--- config.mk ---
export PLATFORM = sky130hd
export DESIGN_NAME = alu_issue_stage
export DESIGN_NICKNAME = d
export VERILOG_FILES = /design/src/rtl/alu_issue_stage.sv
export SDC_FILE = /design/constraint.sdc
export NUM_CORES = 1
export LEC_CHECK = 0
export BUFFER_PORTS_ARGS = -buffer_cell sky130_fd_sc_hd__clkbuf_2
export CAP_MARGIN = 25
export CELL_PAD_IN_SITES_DETAIL_PLACEMENT = 0
export CELL_PAD_IN_SITES_GLOBAL_PLACEMENT = 1
export CORE_UTILIZATION = 39
export DETAILED_ROUTE_END_ITERATION = 10
export HOLD_SLACK_MARGIN = 0.03
export PLACE_DENSITY_LB_ADDON = 0.1
export SKIP_CTS_REPAIR_TIMING = 1
export SYNTH_ARGS = -nofsm -noshare
export SYNTH_HDL_FRONTEND = slang
export SYNTH_SLANG_ARGS = --single-unit
--- constraint.sdc ---
create_clock -name clk -period 1.3 [get_ports clk]
set_input_delay 0.195 -clock clk [delete_from_list [all_inputs] [get_ports clk]]
set_output_delay 0.195 -clock clk [all_outputs]
set_load 0.01 [all_outputs]
--- src/rtl/alu_issue_stage.sv ---
// Issue/writeback stage in front of a combinational 4-bit ALU.
// Decodes instruction words and reads a private register file.
// Presents registered mode/operands to the ALU.
// Writes the ALU result back and emits store data.
module alu_issue_stage #(
  parameter int DATA_W = 4,
  parameter int REG_AW = 2,
  parameter int IW     = 3 + 3*REG_AW
) (
  input  logic              clk,
  input  logic              rst_n,
  input  logic              instr_valid,
  input  logic [IW-1:0]     instr,
  output logic              instr_ready,
  input  logic              stall,
  output logic [2:0]        alu_mode,
  output logic [DATA_W-1:0] alu_op1,
  output logic [DATA_W-1:0] alu_op2,
  input  logic [DATA_W-1:0] alu_result,
  output logic              st_valid,
  output logic [DATA_W-1:0] st_data,
  input  logic [REG_AW-1:0] dbg_sel,
  output logic [DATA_W-1:0] dbg_data
);

  localparam int unsigned DEPTH = 2**REG_AW;

  typedef enum logic [2:0] {
    OP_NOP   = 3'b000,
    OP_ADD   = 3'b001,
    OP_LOAD  = 3'b010,
    OP_STORE = 3'b011,
    OP_LOADC = 3'b100
  } op_e;

  // Register file and EX stage
  logic [DATA_W-1:0] r_rf [DEPTH];
  op_e               r_mode;
  logic [DATA_W-1:0] r_op1;
  logic [DATA_W-1:0] r_op2;
  logic [REG_AW-1:0] r_rd;
  logic              r_wr;
  logic              r_st;

  // Decode results
  logic [2:0]        w_opc;
  logic [REG_AW-1:0] w_rd;
  logic [REG_AW-1:0] w_rs;
  logic [REG_AW-1:0] w_rt;
  logic [DATA_W-1:0] w_imm;
  logic [DATA_W-1:0] w_rs_val;
  logic [DATA_W-1:0] w_rt_val;
  logic              w_accept;
  op_e               w_mode;
  logic [DATA_W-1:0] w_op1;
  logic [DATA_W-1:0] w_op2;
  logic              w_wr;
  logic              w_st;

  assign instr_ready = !stall;
  assign w_accept    = instr_valid && !stall;

  assign w_opc = instr[IW-1:IW-3];
  assign w_rd  = instr[3*REG_AW-1:2*REG_AW];
  assign w_rs  = instr[2*REG_AW-1:REG_AW];
  assign w_rt  = instr[REG_AW-1:0];
  assign w_imm = instr[DATA_W-1:0];

  assign alu_mode = r_mode;
  assign alu_op1  = r_op1;
  assign alu_op2  = r_op2;
  assign dbg_data = r_rf[dbg_sel];

  // Operand read with bypass of the result that retires on this same edge
  always_comb begin
    w_rs_val = (r_wr && (r_rd == w_rs)) ? alu_result : r_rf[w_rs];
    w_rt_val = (r_wr && (r_rd == w_rt)) ? alu_result : r_rf[w_rt];
  end

  // Instruction decode into next EX contents; no accept yields a bubble
  always_comb begin
    w_mode = OP_NOP;
    w_op1  = '0;
    w_op2  = '0;
    w_wr   = 1'b0;
    w_st   = 1'b0;
    if (w_accept) begin
      case (w_opc)
        OP_ADD: begin
          w_mode = OP_ADD;
          w_op1  = w_rs_val;
          w_op2  = w_rt_val;
          w_wr   = 1'b1;
        end
        OP_LOAD: begin
          w_mode = OP_LOAD;
          w_op1  = w_rs_val;
          w_wr   = 1'b1;
        end
        OP_STORE: begin
          w_mode = OP_STORE;
          w_op1  = w_rs_val;
          w_st   = 1'b1;
        end
        OP_LOADC: begin
          w_mode = OP_LOADC;
          w_op1  = w_imm;
          w_wr   = 1'b1;
        end
        default: ;
      endcase
    end
  end

  // Retire the EX instruction and load the next one unless stalled
  always_ff @(posedge clk or negedge rst_n) begin
    if (!rst_n) begin
      for (int unsigned i = 0; i < DEPTH; i++) r_rf[i] <= '0;
      r_mode   <= OP_NOP;
      r_op1    <= '0;
      r_op2    <= '0;
      r_rd     <= '0;
      r_wr     <= 1'b0;
      r_st     <= 1'b0;
      st_valid <= 1'b0;
      st_data  <= '0;
    end else if (stall) begin
      st_valid <= 1'b0;
    end else begin
      if (r_wr) r_rf[r_rd] <= alu_result;
      st_valid <= r_st;
      if (r_st) st_data <= alu_result;
      r_mode <= w_mode;
      r_op1  <= w_op1;
      r_op2  <= w_op2;
      r_rd   <= w_rd;
      r_wr   <= w_wr;
      r_st   <= w_st;
    end
  end

endmodule

==> flow_summary.toml <==
[run_status]
outcome = "finished, violations left"
violations = "setup timing"

[floorplanning]
initial_core_util_pct = 40.5
rows = 25
ios = 40
coreArea_um2 = 4690
die_w_um = 71.8
die_area_um2 = 5160
die-height_um = 71.8

[power_and_ir_drop]
ir_worst_vdd_mv = 0.902
p_leak_nw = 1.12
power.density_nw_per_um2 = 1490
totalPowerFinal_mw = 3.63
power.internal_mw = 2.55
p_sw_mw = 1.09
swShare_pct = 29.9
combPwrFrac_pct = 33.3
clkPwrFrac_pct = 21.9
sequentialPowerShare_pct = 44.8

[setup_path]
cp-start-kind = "flip-flop"
crit_path_max_fanout = 4
crit_required_ns = 1.11
ff2ff_setup_slack_ns = -0.08
r2r_cells = 4
r2r-start = "r_rd[1]"
endpoint_kind = "primary output"
r2r_end = "r_rf[14]"
cp.arrival_ns = 1.33
critPathKind = "flip-flop to primary output"

[placed_design]
dp_slack_ns = -0.166
post-dp-hpwl_um = 3300
port_buffers = 39
place.gp.congestion = 0.856

[worst_hold_path]
hold_class = "primary input to flip-flop"
hp-start = "instr[5]"
worstHoldEndpoint = "r_rd[1]"
holdPathStages = 2

[yosys]
syn_inst = 138
yosysTopAreaCellShare_pct = 47.4
yosysTopAreaCell = "dfrtp_1"
ys_top_cells_by_area = "dfrtp_1, mux2_2, mux4_1"
synthesis.area_um2 = 1900
seq_area_frac_synth_pct = 47.4
ys_ff_latch = 36
yosys_warnings = 0
syn_avg_cell_area_um2 = 13.8
synth_cell_type_count = 27
synth_nets = 157

[job]
maxCapViolCount = 0

[finish]
drive_above_1_share_pct = 55.3
fillers = 415
antennaDiodeCount = 0
fin_nets = 215
area_growth_pct = 28.7

[route]
dr.pass1.iters = 4
wl_per_cell_um = 17.8
routed_wl_um = 4480
vias = 1376
drt_iter0_drc = 37
drc = 0
via_per_inst = 5.48
antenna_left = 0

[timing]
setup_ws_ns = -0.229
setup_viol = 16
slew_headroom_pct = 69.4
finClkSkew_ns = 0.00425
rsz0062_at_grt = "yes"
finalCriticalPeriod_ns = 1.53
hold_viol = 0
slew_violations = 0
worstMarginPinSlew_ns = 0.459
maxClockFrequency_mhz = 654
fin_crit_sh_pct = 118

[global_routing]
antenna_found_initial = 0
first_global_vias = 1342
grt_pass1_wl_um = 6860
grt_usage_pct = 18.1
grt_overflow = 0
grt_max_degree = 23

[clocking]
cts_root_buffer = "clkbuf_8"
clockBufferDepth = 2
clk_pin_slew_ns = 0.07
clkLatencyLatePin_ns = 0.29
cts_tree = "done"
cts_max_level = 2
cts.sinks = 36
numCtsBuffers = 5
critical path: stages (launching register included):
cell,delay [ns]
dfrtp_1,0.42
mux4_2,0.49
clkbuf_2,0.14
placed cells by master, fill, tap and decap left out, drive strengths merged:
master,instances
mux2,22
dlygate4sd3,1
clkinvlp,2
nor3b,1
nand3b,1
mux2i,8
clkinv,1
and2b,1
and3,2
o21ai,13
xnor2,4
nand3,1
or3,1
buf,19
nand2,14
a21o,1
o2111ai,1
inv,2
nor2,3
mux4,12
clkbuf,44
a22oi,4
nor4,1
dfrtp,36
xor2,1
nand2b,1
cell type report:
| class | count | area [um^2] | area share, % |
|---|---|---|---|
| tap | 54 | 67.6 | 2.76 |
| multi-input combinational | 92 | 967 | 39.5 |
| timing repair buffer | 59 | 408 | 16.7 |
| inverter | 2 | 7.51 | 0.307 |
| clock inverter | 3 | 23.8 | 0.972 |
| clock buffer | 5 | 68.8 | 2.81 |
| sequential | 36 | 903 | 36.9 |
stage by stage:
step / cells / hold WS [ns] / area, um^2 / TNS (ns) / util (%)
global route: 251 / 0.139 / 2450 / -2.51 / 52.1
global placement: 233 / 0.153 / 2180 / -1.08 / 46.5
finish: 251 / 0.143 / 2450 / -1.50 / 52.1
CTS: 241 / -0.152 / 2270 / -2.71 / 48.5
detailed placement: 233 / 0.158 / 2180 / -1.54 / 46.5
floorplan: 138 / -0.101 / 1900 / 0 / -
flip-flops by register name, indices dropped and copies added (netlist names):
| name | cells |
|---|---|
| alu_mode | 3 |
| alu_op1 | 4 |
| alu_op2 | 4 |
| r_rd | 2 |
| r_rf | 16 |
| r_st | 1 |
| r_wr | 1 |
| st_data | 4 |
| st_valid | 1 |
logic make-up (layout without fill, tap and decap cells):
kind of cell,Yosys count,count (layout),share of synthesized area [%]
flip-flops,36,36,47.4
buffers and inverters,10,69,4.02
XOR/XNOR,5,5,2.30
multiplexers,42,42,33.0
AO/OA/AOI/OAI,19,19,5.86
AND/OR/NAND/NOR,26,26,7.37
cell usage after synthesis:
library cell,number
a21o_1,1
a22oi_1,4
and2b_1,1
and3_1,2
buf_2,1
buf_4,2
buf_6,4
clkbuf_1,1
dfrtp_1,36
inv_1,2
mux2_2,22
mux2i_1,8
mux4_1,8
mux4_2,4
nand2_1,14
nand2b_1,1
nand3_1,1
nand3b_1,1
nor2_1,3
nor3b_4,1
nor4_2,1
o2111ai_1,1
o21ai_0,5
o21ai_1,8
or3_1,1
xnor2_1,4
xor2_1,1
layer usage:
layer  GRT usage (%)  vias to the layer above  wire length (um)
li1                -                      624                 -
met1            24.2                      705              2090
met2            29.9                       40              2140
met3            4.36                        7               182
met4            4.36                        0                61
met5               0                        -                 0
power by group through the flow:
stage | Clock (mW) | Combinational (mW) | Sequential, mW
after detailed placement | 0 | 0.948 | 1.63
after CTS | 0.816 | 0.951 | 1.61
after global placement | 0 | 0.931 | 1.62
after floorplan | 0 | 0.659 | 1.56
final | 0.797 | 1.21 | 1.63
after global routing | 0.868 | 1.30 | 1.66
how the worst max path moves through the flow:
stage / startpoint / to / slack, ns / depth (start not counted)
after floorplan: r_rd[1] / alu_op1[0] / 0.03 / 6
after global placement: r_rd[1] / alu_op1[1] / -0.09 / 4
after detailed placement: r_rd[1] / alu_op1[1] / -0.17 / 4
after CTS: r_rf[6] / dbg_data[2] / -0.23 / 2
after global routing: r_rf[12] / dbg_data[0] / -0.28 / 2
final: r_rf[6] / dbg_data[2] / -0.23 / 2
(Power assumes the default switching activity.)
